## src/rtl/btn_autorepeat.sv

```systemverilog
// Hold-to-repeat step generator. A clean button level becomes one step pulse
// on press, then, after an initial delay, periodic step pulses while held.
// One instance per direction feeding the up/down inputs of the counter.
module btn_autorepeat #(
   parameter int DELAY_CYC = 25000000,
   parameter int RATE_CYC  = 5000000,
   parameter int CNT_W     = 25
) (
   input  logic clk,
   input  logic reset,
   input  logic btn_in,
   input  logic en,
   output logic step,
   output logic repeating
);

   localparam logic [1:0] S_IDLE   = 2'd0;
   localparam logic [1:0] S_PRESS  = 2'd1;
   localparam logic [1:0] S_REPEAT = 2'd2;

   localparam logic [CNT_W-1:0] DELAY_LAST = CNT_W'(DELAY_CYC - 1);
   localparam logic [CNT_W-1:0] RATE_LAST  = CNT_W'(RATE_CYC - 1);

   logic [1:0]       state_q, state_d;
   logic [CNT_W-1:0] cnt_q, cnt_d;
   logic             step_q, step_d;
   logic             rep_q, rep_d;
   logic             btn_q;
   logic             rise;
   logic             hold;

   // Rise is only seen against the previous sampled level; btn_q resets high
   // so a button held through reset must be released before it can fire.
   assign rise = btn_in & ~btn_q;
   // Staying in PRESS/REPEAT requires the button held and the block enabled;
   // a release or disable on the edge a pulse is due therefore wins.
   assign hold = btn_in & en;

   // Next-state, interval counter and step pulse decode.
   // cnt counts whole cycles since the last pulse, starting from 0, so the
   // next pulse lands exactly DELAY_CYC / RATE_CYC edges after the previous.
   always_comb begin
      state_d = state_q;
      cnt_d   = cnt_q;
      step_d  = 1'b0;
      case (state_q)
         S_IDLE: begin
            cnt_d = '0;
            if (rise && en) begin
               step_d  = 1'b1;
               state_d = S_PRESS;
            end
         end
         S_PRESS: begin
            if (!hold) begin
               state_d = S_IDLE;
               cnt_d   = '0;
            end else if (cnt_q == DELAY_LAST) begin
               step_d  = 1'b1;
               state_d = S_REPEAT;
               cnt_d   = '0;
            end else begin
               cnt_d = cnt_q + CNT_W'(1);
            end
         end
         S_REPEAT: begin
            if (!hold) begin
               state_d = S_IDLE;
               cnt_d   = '0;
            end else if (cnt_q == RATE_LAST) begin
               step_d = 1'b1;
               cnt_d  = '0;
            end else begin
               cnt_d = cnt_q + CNT_W'(1);
            end
         end
         default: begin
            state_d = S_IDLE;
            cnt_d   = '0;
         end
      endcase
      rep_d = (state_d == S_REPEAT);
   end

   // State, counter and registered outputs; reset has priority over all.
   always_ff @(posedge clk) begin
      if (reset) begin
         state_q <= S_IDLE;
         cnt_q   <= '0;
         step_q  <= 1'b0;
         rep_q   <= 1'b0;
         btn_q   <= 1'b1;
      end else begin
         state_q <= state_d;
         cnt_q   <= cnt_d;
         step_q  <= step_d;
         rep_q   <= rep_d;
         btn_q   <= btn_in;
      end
   end

   assign step      = step_q;
   assign repeating = rep_q;

endmodule

```

## config.mk

```make
export PLATFORM = sky130hd
export DESIGN_NAME = btn_autorepeat
export DESIGN_NICKNAME = d
export VERILOG_FILES = /design/src/rtl/btn_autorepeat.sv
export SDC_FILE = /design/constraint.sdc
export NUM_CORES = 1
export LEC_CHECK = 0
export ABC_AREA = 1
export BUFFER_PORTS_ARGS = -buffer_cell sky130_fd_sc_hd__clkbuf_2
export CORE_UTILIZATION = 55
export CTS_BUF_LIST = sky130_fd_sc_hd__clkbuf_8 sky130_fd_sc_hd__clkbuf_16
export DETAILED_ROUTE_END_ITERATION = 7
export PLACE_DENSITY = 0.72
export SKIP_CTS_REPAIR_TIMING = 1
export SLEW_MARGIN = 20
export SYNTH_ARGS = -nofsm -noshare
export SYNTH_HDL_FRONTEND = slang
export SYNTH_SLANG_ARGS = --single-unit
export TNS_END_PERCENT = 50
```

## constraint.sdc

```tcl
create_clock -name clk -period 2.02 [get_ports clk]
set_input_delay 0.303 -clock clk [delete_from_list [all_inputs] [get_ports clk]]
set_output_delay 0.303 -clock clk [all_outputs]
set_load 0.05 [all_outputs]
```

==> reports/results.ini <==
[outcome]
outcome = finished with violations
violations = DRC

[worst_setup_path]
crit_type = reg -> reg
arrival_ps = 1880
reg2regPathDepth = 10
ff2ff_setup_slack_ps = 300
crit_required_ps = 2170
timing.rr.end = cnt_q[15]
cp-start-kind = register
r2r-start = cnt_q[0]
path_max_fanout = 23
end_kind = register

[synthesis]
yosys-top-cells-count = 46 x nor2_1, 45 x nand2_1, 31 x inv_1
synth_area_leaders = dfxtp_1 36%, nor2_1 10%, nand2_1 10%
syn_avg_cell_area_um2 = 7.051
synth_warnings = 0
synth_async_sr_flop_share_pct = 0
synth_edf_count = 0
synth-seq-cells = 30
syn_area_um2 = 1664
synth.distinct_cells = 22
ys.flop_type = dfxtp_1
syn-num-nets = 245
yosysMostFrequentCell = nor2_1
synthCells = 236
yosysTopAreaCell = dfxtp_1
yosysTopAreaCellShare_pct = 36.09
yosysSeqAreaShare_pct = 36.09

[global_routing]
grt_max_degree = 24
antenna_found_initial = 0
grt_pass1_vias = 1309
grt_pass1_wl_mm = 5.582
grt_overflow = 0
grtUsageTotal_pct = 22.78

[sta]
finalCriticalPeriod_ps = 1724
max_clock_freq_ghz = 0.5802
hold_violations = 0
setup_viol = 0
fin_tns_setup_ps = 0
final_max_slew_viol_count = 0
worst_slew_pin_slew_ps = 414.9
grt_setup_unrepaired = no
relSlewSlack_pct = 72.13
clock_skew_ps = 8.431
min_period_over_period_pct = 85.32

[cells_and_area]
num-nets-final = 256
antenna_cells = 0
final_cell_count_no_fill = 278
syn_to_final_growth_pct = 6.993
drive_gt1_share_pct = 11.74
stdcell_area_um2 = 1780

[die]
core_um2 = 2805
num_rows = 19
ios = 6
dieHeight_um = 57.01
dieArea_um2 = 3250
start_util_pct = 59.32
fp.dieW_um = 57.01

[min_path]
whs_endpoint = state_q[0]
min_path_type = in -> reg
whs_path_depth = 2
min_from = reset

[clock_network]
root_buffer = clkbuf_8
cts_num_sinks = 30
clock_latency_ps = 280
clk_path_buf_depth = 2
numCtsBuffers = 5
clk_pin_slew_ps = 60
tritoncts = built
h-tree-depth = 2

[routing]
antenna_left = 0
drc = 2
drt-pass1-iter-count = 6
routed_wl_mm = 3.085
drtIter0Drc = 60
wl_per_cell_um = 11.10
vias = 1384
vias_per_cell = 4.978

[pwr]
ir_worst_vdd_mv = 0.3702
power.density_nw_per_um2 = 588.1
leakage_nw = 0.6762
total_power_mw = 1.047

[placed_design]
place.gp.congestion = 0.8811
dp_hpwl_mm = 2.289
port_buffers = 5
dp.cells = 271
place_area_um2 = 1704

[run]
drv_cap = 0

[through the flow]
| stage | worst slack (ps) | hold slack (ps) | util [%] |
|---|---|---|---|
| finish | 296.5 | 215.8 | 63.47 |
| floorplan | 504.8 | 374.6 | - |
| CTS | 282.4 | 207.6 | 63.47 |
| detailed placement | 291.5 | 469.8 | 60.75 |
| global placement | 344.9 | 457.6 | 60.75 |
| global route | 125.3 | 205.7 | 63.47 |
[registers in the layout, indices dropped and copies added (netlist names)]
| name | cells |
|---|---|
| state_q | 2 |
| step | 1 |
| cnt_q | 25 |
| repeating | 1 |
| btn_q | 1 |
[power breakdown]
part           total (mW)  switching, mW  internal [mW]
combinational      0.0199         0.0120        0.00796
clock               0.432          0.206          0.226
sequential          0.595        0.00102          0.594
total                1.05          0.219          0.828
[layout make-up]
class | count | area [µm²]
fillers | 269 | 1025
clock buffers | 5 | 68.82
multi-input cells | 173 | 915.9
well taps | 31 | 38.79
flip-flops and latches | 30 | 600.6
inverters | 31 | 116.4
clock inverters | 2 | 7.507
repair buffers | 6 | 32.53
[critical path: stages (launching register included)]
cell     delay, ps
dfxtp_1        380
ha_1           220
nand3_2        150
inv_1           80
nand2_1         80
nor2_1         110
nand2_1         60
nand2_1         90
nand2_2         80
nand2_4        240
nor2_1          90
[logic make-up after synthesis]
kind of cell | share of synthesized area [%]
simple gates | 39.40
buf+inv | 8.872
flops | 36.09
xor+xnor | 9.474
compound gates | 2.406
fa+ha+maj | 3.759
[worst max path at each step]
stage	start	end	slack, ps	depth (start not counted)
final	cnt_q[0]	cnt_q[15]	300	10
after global routing	cnt_q[0]	cnt_q[15]	130	10
after CTS	cnt_q[0]	cnt_q[15]	280	10
after detailed placement	cnt_q[0]	cnt_q[15]	290	10
after global placement	cnt_q[0]	cnt_q[21]	340	10
after floorplan	state_q[1]	cnt_q[22]	500	7
[cells in the final DEF (no fill, tap or decap), drive strengths merged, types with 2 or more instances in the layout]
cell,synthesis,layout
dfxtp,30,30
or2,2,2
nand2,48,48
nand4,6,6
xor2,16,16
nand3,14,14
nor3,14,14
clkbuf,0,10
inv,31,33
a21oi,6,6
nor2,57,57
xnor2,2,2
o21ai,2,2
ha,5,5
[per-layer routing]
| metal | global-route usage [%] | routed length (µm) | up-vias |
|---|---|---|---|
| met3 | 7.483 | 136 | 3 |
| met1 | 28.98 | 1550 | 608 |
| met5 | 0 | 0 | - |
| met2 | 35.80 | 1359 | 21 |
| li1 | - | - | 752 |
| met4 | 9.059 | 38 | 0 |
Note: power is estimated with default switching activity, not from simulation.
